**src/rtl/deadlock_axis_monitor_param.sv**
```systemverilog
// Deadlock monitor: flags a region where every process is stopped and at least one is AXI-stream blocked.
// Latency: block/block_pulse rise on the edge where the condition has been seen at STABLE_CYCLES consecutive edges.
// Backpressure: none; observe-only, inputs are sampled every cycle and never stalled.
module deadlock_axis_monitor_param #(
    parameter int NUM_PROC      = 2,
    parameter int STABLE_CYCLES = 4,
    parameter int STICKY        = 1,
    parameter int CNT_W         = 8
) (
    input  logic                clock,
    input  logic                reset_n,
    input  logic                enable,
    input  logic                clear,
    input  logic [NUM_PROC-1:0] axis_block_sigs,
    input  logic [NUM_PROC-1:0] inst_idle_sigs,
    input  logic [NUM_PROC-1:0] inst_block_sigs,
    output logic                block,
    output logic                block_pulse,
    output logic [NUM_PROC-1:0] axis_block_info,
    output logic [NUM_PROC-1:0] stop_vec,
    output logic [CNT_W-1:0]    block_count
);

    localparam int RUN_W = $clog2(STABLE_CYCLES + 1);
    localparam logic [RUN_W-1:0] RUN_TARGET = RUN_W'(STABLE_CYCLES);

    typedef enum logic [1:0] {
        IDLE    = 2'd0,
        ARMING  = 2'd1,
        BLOCKED = 2'd2
    } state_t;

    state_t              state;
    state_t              state_nxt;
    logic [RUN_W-1:0]    run_cnt;
    logic [RUN_W-1:0]    run_nxt;
    logic [RUN_W-1:0]    run_inc;
    logic [NUM_PROC-1:0] stop;
    logic [NUM_PROC-1:0] info_nxt;
    logic                has_axis;
    logic                cond;
    logic                block_nxt;
    logic                detect;

    assign stop     = inst_idle_sigs | inst_block_sigs | axis_block_sigs;
    assign has_axis = |axis_block_sigs;
    assign cond     = has_axis & (&stop);
    assign run_inc  = run_cnt + RUN_W'(1);

    always_comb begin
        state_nxt = state;
        run_nxt   = run_cnt;
        block_nxt = block;
        info_nxt  = axis_block_info;
        detect    = 1'b0;
        if (clear) begin
            // clear wins over a detection landing on the same edge
            state_nxt = IDLE;
            run_nxt   = '0;
            block_nxt = 1'b0;
            info_nxt  = '0;
        end else begin
            unique case (state)
                IDLE: begin
                    if (enable && cond) begin
                        run_nxt = RUN_W'(1);
                        if (STABLE_CYCLES == 1) detect = 1'b1;
                        else                    state_nxt = ARMING;
                    end else begin
                        run_nxt = '0;
                    end
                end
                ARMING: begin
                    if (!enable || !cond) begin
                        state_nxt = IDLE;
                        run_nxt   = '0;
                    end else begin
                        run_nxt = run_inc;
                        if (run_inc == RUN_TARGET) detect = 1'b1;
                    end
                end
                BLOCKED: begin
                    if (STICKY == 0) begin
                        if (cond) begin
                            info_nxt = axis_block_sigs;
                        end else begin
                            state_nxt = IDLE;
                            run_nxt   = '0;
                            block_nxt = 1'b0;
                            info_nxt  = '0;
                        end
                    end
                end
                default: begin
                    state_nxt = IDLE;
                    run_nxt   = '0;
                end
            endcase
            if (detect) begin
                state_nxt = BLOCKED;
                block_nxt = 1'b1;
                info_nxt  = axis_block_sigs;
            end
        end
    end

    always_ff @(posedge clock or negedge reset_n) begin
        if (!reset_n) begin
            state           <= IDLE;
            run_cnt         <= '0;
            block           <= 1'b0;
            block_pulse     <= 1'b0;
            axis_block_info <= '0;
            stop_vec        <= '0;
            block_count     <= '0;
        end else begin
            state           <= state_nxt;
            run_cnt         <= run_nxt;
            block           <= block_nxt;
            block_pulse     <= detect;
            axis_block_info <= info_nxt;
            stop_vec        <= stop;
            if (detect && (block_count != '1)) block_count <= block_count + CNT_W'(1);
        end
    end

endmodule

```
**config.mk**
```make
export PLATFORM = sky130hd
export DESIGN_NAME = deadlock_axis_monitor_param
export DESIGN_NICKNAME = d
export VERILOG_FILES = /design/src/rtl/deadlock_axis_monitor_param.sv
export SDC_FILE = /design/constraint.sdc
export NUM_CORES = 1
export LEC_CHECK = 0
export ABC_CLOCK_PERIOD_IN_PS = 2550
export BUFFER_PORTS_ARGS = -buffer_cell sky130_fd_sc_hd__buf_2
export CAP_MARGIN = 30
export CORE_ASPECT_RATIO = 0.8
export CORE_UTILIZATION = 53
export CTS_BUF_LIST = sky130_fd_sc_hd__clkbuf_4 sky130_fd_sc_hd__clkbuf_8
export DETAILED_ROUTE_END_ITERATION = 12
export PLACE_DENSITY = 0.81
export SYNTH_ARGS = -nofsm -noshare
export SYNTH_HDL_FRONTEND = slang
export SYNTH_SLANG_ARGS = --single-unit
```
**constraint.sdc**
```tcl
create_clock -name clock -period 2.55 [get_ports clock]
set_input_delay 0.51 -clock clock [delete_from_list [all_inputs] [get_ports clock]]
set_output_delay 0.51 -clock clock [all_outputs]
set_load 0.02 [all_outputs]
```
==> impl_metrics.xml, run 1 <==
<?xml version="1.0" encoding="UTF-8"?>
<metrics>
  <group name="detailed_routing">
    <metric name="vias" unit="">636</metric>
    <metric name="postRouteAntennaNets" unit="">0</metric>
    <metric name="drt-total-wl" unit="um">1530</metric>
    <metric name="routed_wire_length_per_instance" unit="um">12.7</metric>
    <metric name="route.detailed.drc" unit="">0</metric>
    <metric name="first_iteration_detailed_routing_drc_count" unit="">3</metric>
    <metric name="via_per_inst" unit="">5.26</metric>
    <metric name="detail_route.first_pass.iterations" unit="">4</metric>
  </group>
  <group name="sta">
    <metric name="fin_worst_skew" unit="ns">0.00366</metric>
    <metric name="final_hold_viol_count" unit="">0</metric>
    <metric name="timing.fmax" unit="MHz">485</metric>
    <metric name="min_period" unit="ns">2.06</metric>
    <metric name="final.hold.worst_slack" unit="ns">0.127</metric>
    <metric name="setup_tns" unit="ns">0</metric>
    <metric name="final_min_period_over_clock_period" unit="">0.808</metric>
    <metric name="timing.final.setup_violations" unit="">0</metric>
    <metric name="grt_setup_unrepaired" unit="">no</metric>
    <metric name="worst-slew-pin-transition" unit="ns">0.412</metric>
    <metric name="worst_slew_margin_rel" unit="">0.726</metric>
    <metric name="finalMaxSlewViolations" unit="">0</metric>
  </group>
  <group name="synth">
    <metric name="synth_cell_types" unit="">25</metric>
    <metric name="synthDominantAreaCellType" unit="">sky130_fd_sc_hd__dfrtp_1</metric>
    <metric name="synth_top_family_by_area" unit="">simple AND/OR/NAND/NOR gates</metric>
    <metric name="synthArstFlopShare" unit="">1.00</metric>
    <metric name="synth.yosys.warnings" unit="">0</metric>
    <metric name="synth_fa_ha_area_frac" unit="">0.0428</metric>
    <metric name="synth_xor_area_frac" unit="">0.0884</metric>
    <metric name="synth_compound_area_frac" unit="">0.0571</metric>
    <metric name="synth_area_per_cell" unit="um^2">11.7</metric>
    <metric name="synth.mux.area_fraction" unit="">0.0357</metric>
    <metric name="seq_area_frac_synth" unit="">0.542</metric>
    <metric name="ys_seq_elements" unit="">19</metric>
    <metric name="synth_common_cells" unit="">sky130_fd_sc_hd__dfrtp_1 (19), sky130_fd_sc_hd__nor2_1 (13), sky130_fd_sc_hd__nand2_1 (6), sky130_fd_sc_hd__xor2_1 (6), sky130_fd_sc_hd__ha_1 (3)</metric>
    <metric name="post_synth_main_area_contributors" unit="">sky130_fd_sc_hd__dfrtp_1 (54%), sky130_fd_sc_hd__xor2_1 (6.0%), sky130_fd_sc_hd__nor2_1 (5.6%)</metric>
    <metric name="synth_top_flop_cell" unit="">sky130_fd_sc_hd__dfrtp_1</metric>
    <metric name="synth.cell_area" unit="um^2">877</metric>
    <metric name="post_synth_inst_count" unit="">75</metric>
    <metric name="synth_top_area_share" unit="">0.542</metric>
    <metric name="synth-edff-count" unit="">0</metric>
    <metric name="synth-simple-area-share" unit="">0.207</metric>
    <metric name="synthMostInstantiatedCell" unit="">sky130_fd_sc_hd__dfrtp_1</metric>
    <metric name="synthesis.nets" unit="">88</metric>
  </group>
  <group name="floorplan">
    <metric name="design.die.area" unit="mm^2">0.00182</metric>
    <metric name="floorplan.initialDensity" unit="">0.596</metric>
    <metric name="die_height" unit="um">38.4</metric>
    <metric name="floorplan.die.width" unit="um">47.5</metric>
    <metric name="placeableCoreArea" unit="mm^2">0.00147</metric>
    <metric name="number_of_standard_cell_rows_in_the_floorplan" unit="">12</metric>
    <metric name="floorplan.io_pins" unit="">24</metric>
  </group>
  <group name="power_and_ir_drop">
    <metric name="max_rail_drop_vdd" unit="uV">381</metric>
    <metric name="leakagePower" unit="nW">0.562</metric>
    <metric name="power_per_unit_of_standard_cell_area" unit="mW/mm^2">477</metric>
    <metric name="finalPower" unit="mW">0.493</metric>
  </group>
  <group name="grt">
    <metric name="grt_first_pass_wirelength" unit="um">2540</metric>
    <metric name="gr-total-overflow" unit="">0</metric>
    <metric name="grt_antenna_before_repair" unit="">0</metric>
    <metric name="grt_pass1_vias" unit="">592</metric>
    <metric name="grt_start_max_net_pins" unit="">20</metric>
    <metric name="grt.total_usage" unit="">0.211</metric>
  </group>
  <group name="clock_network">
    <metric name="clkLatencyLatePin" unit="ns">0.29</metric>
    <metric name="postCtsSetupRepairBufs" unit="">0</metric>
    <metric name="cts-buffers-inserted" unit="">3</metric>
    <metric name="worst_setup_hold_path_clk_slew" unit="ns">0.10</metric>
    <metric name="clock_tree_buffer_depth" unit="">2</metric>
    <metric name="cts_max_level" unit="">1</metric>
    <metric name="cts-hold-fix-buffers" unit="">0</metric>
    <metric name="clock_tree_from_tritoncts" unit="">built</metric>
    <metric name="root_buffer_cell" unit="">sky130_fd_sc_hd__clkbuf_4</metric>
    <metric name="cts.sink_count" unit="">19</metric>
    <metric name="post_cts_resized" unit="">0</metric>
  </group>
  <group name="critical_path">
    <metric name="crit_path_leading_delay_family" unit="">simple AND/OR/NAND/NOR gates</metric>
    <metric name="cp_max_fo" unit="">8</metric>
    <metric name="path_class" unit="">reg -&gt; reg</metric>
    <metric name="critical_path.max_stage_delay" unit="ns">0.63</metric>
    <metric name="critPathArrivalTime" unit="ns">2.29</metric>
    <metric name="ff2ff_setup_slack" unit="ns">0.49</metric>
    <metric name="worst-endpoint-required" unit="ns">2.78</metric>
    <metric name="critical_path.slowest_cell" unit="">sky130_fd_sc_hd__or4_4</metric>
    <metric name="ff2ff_path_depth" unit="">6</metric>
    <metric name="worst_setup_path_end_kind" unit="">register</metric>
    <metric name="crit_cells" unit="">6</metric>
    <metric name="worstPathCellList" unit="">ha_1 &gt; xor2_2 &gt; nand3_2 &gt; or4_4 &gt; nor3_4 &gt; xor2_1</metric>
    <metric name="worstSetupStartpointType" unit="">register</metric>
    <metric name="worstReg2RegStart" unit="">run_cnt[0]</metric>
    <metric name="crit-reg2reg-capture" unit="">block_count[5]</metric>
    <metric name="critical_path_buf_inv_count" unit="">0</metric>
  </group>
  <group name="finish">
    <metric name="final_layout_size_suffix_gt1_frac" unit="">0.350</metric>
    <metric name="syn2layout_area_growth" unit="%">17.7</metric>
    <metric name="num_antenna_cells" unit="">0</metric>
    <metric name="final_nets" unit="">114</metric>
  </group>
  <group name="placement">
    <metric name="count_of_port_buffers_added_during_placement" unit="">23</metric>
    <metric name="gp_congestion" unit="">0.799</metric>
  </group>
  <group name="worst_hold_path">
    <metric name="holdCritPathClass" unit="">in -&gt; async</metric>
  </group>
  <group name="run">
    <metric name="cap_viol_max_count" unit="">0</metric>
  </group>
  <group name="run_status">
    <metric name="run_status" unit="">complete, no violations</metric>
  </group>
</metrics>
per-stage QoR:
stage / utilization / std cells / cell area (um^2) / worst slack, ns
floorplan: - / 75 / 877 / 0.578
global placement: 0.681 / 117 / 1000 / 0.528
detailed placement: 0.681 / 117 / 1000 / 0.514
CTS: 0.702 / 121 / 1030 / 0.476
global route: 0.702 / 121 / 1030 / 0.370
finish: 0.702 / 121 / 1030 / 0.490
cell families after synthesis:
logic type               Yosys count
buffers and inverters              4
multiplexers                       3
flip-flops                        19
AND/OR/NAND/NOR                   32
XOR/XNOR                           8
adder cells (fa/ha/maj)            3
AO/OA/AOI/OAI                      6
routing by layer:
layer / wire length [um] / global-route usage / up-vias
li1: - / - / 304
met1: 733 / 0.298 / 312
met2: 715 / 0.315 / 20
met3: 82 / 0.0708 / 0
met4: 0 / 0.0429 / 0
met5: 0 / 0 / -
flip-flops by register name, indices dropped and copies added, names as in the netlist:
register	flops
stop_vec	2
state	2
run_cnt	3
axis_block_info	2
block_pulse	1
block	1
block_count	8
report_power, final:
group | switching [mW] | leakage (nW) | internal (mW)
combinational | 0.0172 | 0.288 | 0.00944
sequential | 0.00275 | 0.255 | 0.304
clock | 0.0880 | 0.0184 | 0.0715
total | 0.108 | 0.562 | 0.385
worst max-delay path by stage:
stage / from / end / slack (ns)
floorplan: run_cnt[0] / block_count[5] / 0.58
CTS: run_cnt[0] / block_count[5] / 0.48
finish: run_cnt[0] / block_count[5] / 0.49
global placement: run_cnt[0] / block_count[5] / 0.53
global route: run_cnt[0] / block_count[5] / 0.37
detailed placement: run_cnt[0] / block_count[7] / 0.51
area by class of cell:
type                            count  area, um^2
Sequential cell                    19         475
Fill cell                         123         439
Multi-Input combinational cell     52         378
Timing Repair Buffer               23         115
Clock buffer                        4        30.0
Tap cell                           21        26.3
Inverter                            2        7.51
layout by cell type (no fill, tap or decap):
master / Yosys / final
sky130_fd_sc_hd__a21oi_1: 2 / 2
sky130_fd_sc_hd__nand3_1: 2 / 2
sky130_fd_sc_hd__buf_2: 0 / 23
sky130_fd_sc_hd__nor3_1: 2 / 2
sky130_fd_sc_hd__or4_4: 1 / 1
sky130_fd_sc_hd__nand4_1: 1 / 1
sky130_fd_sc_hd__o21a_1: 1 / 1
sky130_fd_sc_hd__xor2_1: 6 / 6
sky130_fd_sc_hd__mux2i_1: 2 / 2
sky130_fd_sc_hd__nor3_2: 1 / 1
sky130_fd_sc_hd__xnor2_1: 1 / 1
sky130_fd_sc_hd__xor2_2: 1 / 1
sky130_fd_sc_hd__nand3_2: 1 / 1
sky130_fd_sc_hd__ha_1: 3 / 3
sky130_fd_sc_hd__dfrtp_1: 19 / 19
sky130_fd_sc_hd__o2111ai_2: 1 / 1
sky130_fd_sc_hd__nor2_1: 13 / 13
sky130_fd_sc_hd__nor3_4: 2 / 2
sky130_fd_sc_hd__a221oi_1: 2 / 2
sky130_fd_sc_hd__clkbuf_4: 0 / 4
sky130_fd_sc_hd__inv_1: 2 / 2
sky130_fd_sc_hd__nand2_1: 6 / 6
sky130_fd_sc_hd__nor3b_1: 1 / 1
sky130_fd_sc_hd__or3_1: 2 / 2
sky130_fd_sc_hd__mux2_2: 1 / 1
Power figures use the tool's default switching activity.
==> run 2, diff against run 1 <==
Settings changed: ABC_AREA set to 1, ABC_CLOCK_PERIOD_IN_PS 2550 to 2090, CORE_UTILIZATION 53 to 54, PLACE_DENSITY 0.81 to 0.8.
Clock period 2.55 ns to 2.09 ns, I/O delays scaled along.
==> impl_metrics.xml, run 2 <==
<?xml version="1.0" encoding="UTF-8"?>
<metrics>
  <group name="floorplan">
    <metric name="design.die.area" unit="mm^2">0.00207</metric>
    <metric name="number_of_standard_cell_rows_in_the_floorplan" unit="">13</metric>
    <metric name="die_height" unit="um">40.9</metric>
    <metric name="floorplan.initialDensity" unit="">0.603</metric>
    <metric name="placeableCoreArea" unit="mm^2">0.00169</metric>
    <metric name="floorplan.io_pins" unit="">24</metric>
    <metric name="floorplan.die.width" unit="um">50.6</metric>
  </group>
  <group name="sta">
    <metric name="timing.final.setup_violations" unit="">0</metric>
    <metric name="worst-slew-pin-transition" unit="ns">0.427</metric>
    <metric name="grt_setup_unrepaired" unit="">no</metric>
    <metric name="finalMaxSlewViolations" unit="">0</metric>
    <metric name="timing.fmax" unit="MHz">644</metric>
    <metric name="min_period" unit="ns">1.55</metric>
    <metric name="timing.final.ws_setup" unit="ns">0.538</metric>
    <metric name="final_hold_viol_count" unit="">0</metric>
    <metric name="fin_worst_skew" unit="ns">0.00495</metric>
    <metric name="final_min_period_over_clock_period" unit="">0.743</metric>
    <metric name="setup_tns" unit="ns">0</metric>
    <metric name="worst_slew_margin_rel" unit="">0.716</metric>
  </group>
  <group name="synth">
    <metric name="synthMostInstantiatedCell" unit="">sky130_fd_sc_hd__nand2_1</metric>
    <metric name="synth_xor_area_frac" unit="">0.0258</metric>
    <metric name="synthArstFlopShare" unit="">1.00</metric>
    <metric name="synth_top_area_share" unit="">0.466</metric>
    <metric name="ys_seq_elements" unit="">19</metric>
    <metric name="synth_compound_area_frac" unit="">0.0196</metric>
    <metric name="synth-simple-area-share" unit="">0.391</metric>
    <metric name="synth_common_cells" unit="">sky130_fd_sc_hd__nand2_1 (45), sky130_fd_sc_hd__dfrtp_1 (19), sky130_fd_sc_hd__nor2_1 (13)</metric>
    <metric name="synth_area_per_cell" unit="um^2">8.09</metric>
    <metric name="post_synth_main_area_contributors" unit="">sky130_fd_sc_hd__dfrtp_1 (47%), sky130_fd_sc_hd__nand2_1 (17%), sky130_fd_sc_hd__nand3_1 (4.9%)</metric>
    <metric name="post_synth_inst_count" unit="">126</metric>
    <metric name="synth.mux.area_fraction" unit="">0</metric>
    <metric name="synth_top_family_by_area" unit="">simple AND/OR/NAND/NOR gates</metric>
    <metric name="synth.yosys.warnings" unit="">0</metric>
    <metric name="synth_cell_types" unit="">17</metric>
    <metric name="synthesis.nets" unit="">139</metric>
    <metric name="synthDominantAreaCellType" unit="">sky130_fd_sc_hd__dfrtp_1</metric>
    <metric name="synth_fa_ha_area_frac" unit="">0.0368</metric>
    <metric name="seq_area_frac_synth" unit="">0.466</metric>
    <metric name="synth_top_flop_cell" unit="">sky130_fd_sc_hd__dfrtp_1</metric>
    <metric name="synth-edff-count" unit="">0</metric>
    <metric name="synth.cell_area" unit="mm^2">0.00102</metric>
  </group>
  <group name="clock_network">
    <metric name="clkLatencyLatePin" unit="ns">0.30</metric>
    <metric name="worst_setup_hold_path_clk_slew" unit="ns">0.10</metric>
    <metric name="clock_tree_from_tritoncts" unit="">built</metric>
    <metric name="clock_tree_buffer_depth" unit="">2</metric>
    <metric name="root_buffer_cell" unit="">sky130_fd_sc_hd__clkbuf_4</metric>
    <metric name="cts-buffers-inserted" unit="">3</metric>
    <metric name="postCtsSetupRepairBufs" unit="">0</metric>
    <metric name="cts_max_level" unit="">1</metric>
    <metric name="cts-hold-fix-buffers" unit="">0</metric>
    <metric name="post_cts_resized" unit="">0</metric>
    <metric name="cts.sink_count" unit="">19</metric>
  </group>
  <group name="finish">
    <metric name="final_nets" unit="">166</metric>
    <metric name="regMostFlops" unit="">block_count</metric>
    <metric name="num_antenna_cells" unit="">0</metric>
    <metric name="number_of_flip_flops_under_the_largest_register_name" unit="">8</metric>
    <metric name="final_layout_size_suffix_gt1_frac" unit="">0.243</metric>
    <metric name="instances_no_fill" unit="">174</metric>
    <metric name="fillCellCount" unit="">147</metric>
    <metric name="most_common_library_cell_in_the_layout_ignoring_fill_and_taps" unit="">sky130_fd_sc_hd__nand2_1</metric>
    <metric name="syn2layout_area_growth" unit="%">16.1</metric>
    <metric name="most-common-layout-cells" unit="">sky130_fd_sc_hd__nand2_1 (45), sky130_fd_sc_hd__buf_2 (23), sky130_fd_sc_hd__dfrtp_1 (19)</metric>
    <metric name="leading_registers_by_flop_count" unit="">block_count x8, run_cnt x3</metric>
    <metric name="layout.cell_area.non_filler" unit="mm^2">0.00118</metric>
  </group>
  <group name="grt">
    <metric name="grt_antenna_before_repair" unit="">0</metric>
    <metric name="gr-total-overflow" unit="">0</metric>
    <metric name="grt.total_usage" unit="">0.224</metric>
    <metric name="grt_start_max_net_pins" unit="">20</metric>
    <metric name="grt_pass1_vias" unit="">717</metric>
    <metric name="grt_first_pass_wirelength" unit="um">3180</metric>
  </group>
  <group name="critical_path">
    <metric name="worst_setup_path_end_kind" unit="">register</metric>
    <metric name="cp_max_fo" unit="">8</metric>
    <metric name="worstSetupStartpointType" unit="">register</metric>
    <metric name="critPathArrivalTime" unit="ns">1.75</metric>
    <metric name="worst-endpoint-required" unit="ns">2.28</metric>
    <metric name="ff2ff_setup_slack" unit="ns">0.54</metric>
    <metric name="timing.critical_path.from" unit="">run_cnt[0]</metric>
    <metric name="path_class" unit="">reg -&gt; reg</metric>
    <metric name="worstReg2RegStart" unit="">run_cnt[0]</metric>
  </group>
  <group name="worst_hold_path">
    <metric name="holdCritPathClass" unit="">in -&gt; async</metric>
  </group>
  <group name="power_and_ir_drop">
    <metric name="power_per_unit_of_standard_cell_area" unit="mW/mm^2">517</metric>
    <metric name="finalPower" unit="mW">0.612</metric>
    <metric name="max_rail_drop_vdd" unit="uV">411</metric>
    <metric name="leakagePower" unit="nW">0.649</metric>
  </group>
  <group name="detailed_routing">
    <metric name="first_iteration_detailed_routing_drc_count" unit="">28</metric>
    <metric name="wl_met1" unit="um">1030</metric>
    <metric name="met3_length" unit="um">89</metric>
    <metric name="maxUsedRoutingLayer" unit="">met4</metric>
    <metric name="via_per_inst" unit="">5.03</metric>
    <metric name="dr_wl_met2" unit="um">856</metric>
    <metric name="detail_route.first_pass.iterations" unit="">4</metric>
    <metric name="postRouteAntennaNets" unit="">0</metric>
    <metric name="route.detailed.drc" unit="">0</metric>
    <metric name="routed_wire_length_per_instance" unit="um">11.4</metric>
    <metric name="drt-total-wl" unit="um">1990</metric>
    <metric name="vias" unit="">876</metric>
  </group>
  <group name="placement">
    <metric name="count_of_port_buffers_added_during_placement" unit="">23</metric>
    <metric name="detailed_place_hpwl" unit="um">1510</metric>
    <metric name="gp_congestion" unit="">0.850</metric>
    <metric name="dp_worst_setup_slack" unit="ns">0.554</metric>
    <metric name="postPlaceCellArea" unit="mm^2">0.00115</metric>
    <metric name="place.detailed.instances" unit="">170</metric>
  </group>
  <group name="run_status">
    <metric name="run_status" unit="">complete, no violations</metric>
  </group>
  <group name="run">
    <metric name="cap_viol_max_count" unit="">0</metric>
  </group>
</metrics>
-- run 2: cell count changes after synthesis, sizes merged, moves of 2 or more --
cell,before,now
nand2,6,45
nand3,3,14
inv,2,12
nand4,1,8
xor2,7,1
nor3,5,0
nor2,13,16
o21ai,0,3
a221oi,2,0
mux2i,2,0
or3,2,0
-- run 2: power breakdown --
part | internal, mW | total [mW] | switching [mW]
combinational | 0.0130 | 0.0425 | 0.0295
sequential | 0.371 | 0.374 | 0.00258
clock | 0.0874 | 0.196 | 0.109
-- run 2: worst paths after layout --
kind	to	cells past startpoint
max in group asynchronous	run_cnt[0]	1
min reg2reg	axis_block_info[0]	2
min in group clock	stop_vec[0]	3
min	block_count[3]	1
max	block_count[7]	9
max reg2reg	block_count[7]	9
-- run 2: final cells by class --
class                           count  area, um^2  area share
Sequential cell                    19         475       0.402
Inverter                           12        45.0      0.0381
Multi-Input combinational cell     93         483       0.408
Timing Repair Buffer               24         123       0.104
Clock buffer                        4        30.0      0.0254
Tap cell                           22        27.5      0.0233
-- run 2: cells by family (layout without fill, tap and decap cells) --
logic type,after synthesis,in the layout
compound gates,4,4
flops,19,19
xor+xnor,3,3
simple gates,83,83
buf+inv,14,40
fa+ha+maj,3,3
-- run 2: routing by layer --
layer  global-route usage  vias up
met1                0.305      393
met5                    0        -
li1                     -      456
met4               0.0833        0
met2                0.333       23
met3               0.0778        4
-- run 2: worst max-delay path, cell delays in order, from the launching register on --
cell and delay (ns):
sky130_fd_sc_hd__dfrtp_1 0.42, sky130_fd_sc_hd__ha_1 0.22, sky130_fd_sc_hd__inv_1 0.05, sky130_fd_sc_hd__nand2_1 0.04, sky130_fd_sc_hd__nand2_1 0.11, sky130_fd_sc_hd__nand3_2 0.09, sky130_fd_sc_hd__nor2_4 0.17, sky130_fd_sc_hd__nand3_2 0.18
sky130_fd_sc_hd__nand2_1 0.11, sky130_fd_sc_hd__nand2_1 0.05
-- run 2: metrics by stage --
step                utilization  hold WS (ns)
floorplan                     -         0.122
global placement          0.682         0.377
detailed placement        0.682         0.382
CTS                       0.700        0.0466
global route              0.700        0.0545
finish                    0.700        0.0403
==> run 3, diff against run 2 <==
Settings changed: ABC_CLOCK_PERIOD_IN_PS 2090 to 1600.
Clock period 2.09 ns to 1.6 ns, I/O delays scaled along.
==> impl_metrics.xml, run 3 (synthesized netlist as in run 2, its figures left out) <==
<?xml version="1.0" encoding="UTF-8"?>
<metrics>
  <group name="run_status">
    <metric name="run_status" unit="">complete, no violations</metric>
  </group>
  <group name="detailed_routing">
    <metric name="routed_wire_length_per_instance" unit="um">12.5</metric>
    <metric name="detail_route.first_pass.iterations" unit="">4</metric>
    <metric name="via_per_inst" unit="">5.34</metric>
    <metric name="drt-total-wl" unit="um">2210</metric>
    <metric name="route.detailed.drc" unit="">0</metric>
    <metric name="first_iteration_detailed_routing_drc_count" unit="">20</metric>
    <metric name="vias" unit="">945</metric>
    <metric name="postRouteAntennaNets" unit="">0</metric>
  </group>
  <group name="sta">
    <metric name="final_min_period_over_clock_period" unit="">0.959</metric>
    <metric name="timing.final.setup_violations" unit="">0</metric>
    <metric name="timing.fmax" unit="MHz">652</metric>
    <metric name="final_hold_viol_count" unit="">0</metric>
    <metric name="worst-slew-pin-transition" unit="ns">0.426</metric>
    <metric name="finalMaxSlewViolations" unit="">0</metric>
    <metric name="min_period" unit="ns">1.53</metric>
    <metric name="timing.final.ws_setup" unit="ns">0.0659</metric>
    <metric name="worst_slew_margin_rel" unit="">0.716</metric>
    <metric name="final.hold.worst_slack" unit="ns">0.223</metric>
    <metric name="fin_worst_skew" unit="ns">0.00651</metric>
  </group>
  <group name="power_and_ir_drop">
    <metric name="cell_internal_pwr" unit="mW">0.618</metric>
    <metric name="pwr-share-clk" unit="">0.327</metric>
    <metric name="power_per_unit_of_standard_cell_area" unit="mW/mm^2">664</metric>
    <metric name="leakagePower" unit="nW">0.666</metric>
    <metric name="share_seq_of_total_power" unit="">0.601</metric>
    <metric name="p_comb_frac" unit="">0.073</metric>
    <metric name="finalPower" unit="mW">0.814</metric>
    <metric name="max_rail_drop_vdd" unit="uV">616</metric>
    <metric name="sw_frac_of_total" unit="">0.240</metric>
    <metric name="p_switching" unit="mW">0.196</metric>
  </group>
  <group name="grt">
    <metric name="grt_start_max_net_pins" unit="">20</metric>
    <metric name="grt.total_usage" unit="">0.242</metric>
    <metric name="grt_pass1_vias" unit="">816</metric>
    <metric name="grt_antenna_before_repair" unit="">0</metric>
    <metric name="gr-total-overflow" unit="">0</metric>
    <metric name="grt_first_pass_wirelength" unit="um">3500</metric>
  </group>
  <group name="finish">
    <metric name="seq_area" unit="um^2">475</metric>
    <metric name="regMostFlops" unit="">block_count</metric>
    <metric name="layout.core_utilization" unit="">0.724</metric>
    <metric name="number_of_flip_flops_under_the_largest_register_name" unit="">8</metric>
    <metric name="leading_registers_by_flop_count" unit="">block_count x8, run_cnt x3</metric>
    <metric name="most_common_library_cell_in_the_layout_ignoring_fill_and_taps" unit="">sky130_fd_sc_hd__nand2_1</metric>
    <metric name="final_nets" unit="">169</metric>
    <metric name="final_layout_size_suffix_gt1_frac" unit="">0.265</metric>
    <metric name="syn2layout_area_growth" unit="%">20.1</metric>
    <metric name="fillCellCount" unit="">137</metric>
    <metric name="most-common-layout-cells" unit="">sky130_fd_sc_hd__nand2_1 (43), sky130_fd_sc_hd__buf_2 (23), sky130_fd_sc_hd__dfrtp_1 (19)</metric>
    <metric name="num_antenna_cells" unit="">0</metric>
    <metric name="multi_input_logic_area" unit="um^2">495</metric>
  </group>
  <group name="worst_hold_path">
    <metric name="number_of_cells_traversed_by_the_worst_hold_path" unit="">2</metric>
    <metric name="holdCritPathClass" unit="">in -&gt; reg</metric>
  </group>
  <group name="clock_network">
    <metric name="cts.sink_count" unit="">19</metric>
    <metric name="root_buffer_cell" unit="">sky130_fd_sc_hd__clkbuf_4</metric>
    <metric name="cts-buffers-inserted" unit="">3</metric>
    <metric name="clock_tree_from_tritoncts" unit="">built</metric>
    <metric name="cts_max_level" unit="">1</metric>
    <metric name="worst_setup_hold_path_clk_slew" unit="ns">0.11</metric>
    <metric name="clkLatencyLatePin" unit="ns">0.31</metric>
    <metric name="clock_tree_buffer_depth" unit="">2</metric>
  </group>
  <group name="critical_path">
    <metric name="crit_cells" unit="">9</metric>
    <metric name="crit_path_leading_delay_family" unit="">simple AND/OR/NAND/NOR gates</metric>
    <metric name="timing.critical_path.from" unit="">run_cnt[0]</metric>
    <metric name="worst_setup_path_end_kind" unit="">register</metric>
    <metric name="cp_max_fo" unit="">5</metric>
    <metric name="critical_path_buf_inv_count" unit="">2</metric>
    <metric name="cp_common_cell" unit="">sky130_fd_sc_hd__nand2_1</metric>
    <metric name="worstSetupStartpointType" unit="">register</metric>
    <metric name="crit_end" unit="">block_count[5]</metric>
    <metric name="worst-endpoint-required" unit="ns">1.85</metric>
    <metric name="critical_path.max_stage_delay" unit="ns">0.43</metric>
    <metric name="path_class" unit="">reg -&gt; reg</metric>
    <metric name="crit-reg2reg-capture" unit="">block_count[5]</metric>
    <metric name="critPathArrivalTime" unit="ns">1.78</metric>
    <metric name="worstReg2RegStart" unit="">run_cnt[0]</metric>
    <metric name="worstPathCellList" unit="">ha_1 &gt; inv_1 &gt; nand2_1 &gt; nand2_2 &gt; nand3_2 &gt; nor2_4 &gt; buf_4 &gt; nand4_1 &gt; nand2_1</metric>
    <metric name="ff2ff_path_depth" unit="">9</metric>
    <metric name="critical_path.slowest_cell" unit="">sky130_fd_sc_hd__dfrtp_1</metric>
    <metric name="ff2ff_setup_slack" unit="ns">0.07</metric>
  </group>
  <group name="placement">
    <metric name="dp_worst_setup_slack" unit="ns">0.0358</metric>
    <metric name="detailed_place_hpwl" unit="um">1640</metric>
    <metric name="count_of_port_buffers_added_during_placement" unit="">23</metric>
    <metric name="gp_congestion" unit="">0.871</metric>
  </group>
  <group name="floorplan">
    <metric name="die_height" unit="um">40.9</metric>
    <metric name="number_of_standard_cell_rows_in_the_floorplan" unit="">13</metric>
    <metric name="floorplan.io_pins" unit="">24</metric>
    <metric name="placeableCoreArea" unit="mm^2">0.00169</metric>
    <metric name="floorplan.initialDensity" unit="">0.603</metric>
    <metric name="design.die.area" unit="mm^2">0.00207</metric>
    <metric name="floorplan.die.width" unit="um">50.6</metric>
  </group>
  <group name="run">
    <metric name="cap_viol_max_count" unit="">0</metric>
  </group>
</metrics>
-- run 3: changes by cell type in the layout (fill, tap and decap cells not counted), sizes merged --
| cell | change |
|---|---|
| buf | +2 |
| dlygate4sd3 | +1 |
-- run 3: layout make-up --
type | instances | area share
sequential | 19 | 0.388
multi-input combinational | 93 | 0.404
inverter | 12 | 0.0368
timing repair buffer | 27 | 0.124
tap | 22 | 0.0225
clock buffer | 4 | 0.0245
-- run 3: power by group through the flow --
stage	sequential (mW)	clock, mW	combinational, mW
after CTS	0.489	0.271	0.0594
final	0.489	0.266	0.0592
after detailed placement	0.498	0	0.0572
after global placement	0.498	0	0.0549
after global routing	0.489	0.287	0.0666
after floorplan	0.500	0	0.0247
-- run 3: worst reg2reg max path, cell delays in order (launching register included) --
cell and delay, ns:
sky130_fd_sc_hd__dfrtp_1 0.43, sky130_fd_sc_hd__ha_1 0.22, sky130_fd_sc_hd__inv_1 0.05, sky130_fd_sc_hd__nand2_1 0.05, sky130_fd_sc_hd__nand2_2 0.09, sky130_fd_sc_hd__nand3_2 0.09
sky130_fd_sc_hd__nor2_4 0.18, sky130_fd_sc_hd__buf_4 0.17, sky130_fd_sc_hd__nand4_1 0.09, sky130_fd_sc_hd__nand2_1 0.09
-- run 3: stage by stage --
step	instance area, um^2	std cells	TNS, ns
6_report	1220	177	0
2_1_floorplan	1020	126	0
3_5_place_dp	1160	171	0
5_1_grt	1220	177	-0.0524
3_3_place_gp	1160	171	0
4_1_cts	1200	176	0
-- run 3: how the worst min path moves through the flow --
stage | start | end | slack [ns]
3_5_place_dp | reset_n | block_count[5] | 0.28
4_1_cts | inst_block_sigs[0] | stop_vec[0] | 0.22
3_3_place_gp | reset_n | block_count[5] | 0.28
2_1_floorplan | reset_n | axis_block_info[0] | 0.02
5_1_grt | inst_idle_sigs[1] | stop_vec[1] | 0.22
6_report | clear | block | 0.22
-- run 3: routing by layer --
layer | global-route usage | wire length (um)
met5 | 0 | 0
met1 | 0.296 | 979
met2 | 0.430 | 1060
met3 | 0.0704 | 144
met4 | 0.0694 | 27
-- run 3: what timing repair did --
item	4_1_cts	5_1_grt
gates resized for setup	0	4
setup buffers	0	1
endpoints found under the setup margin	0	9
hold buffers	1	0
endpoints found under the hold margin	19	0
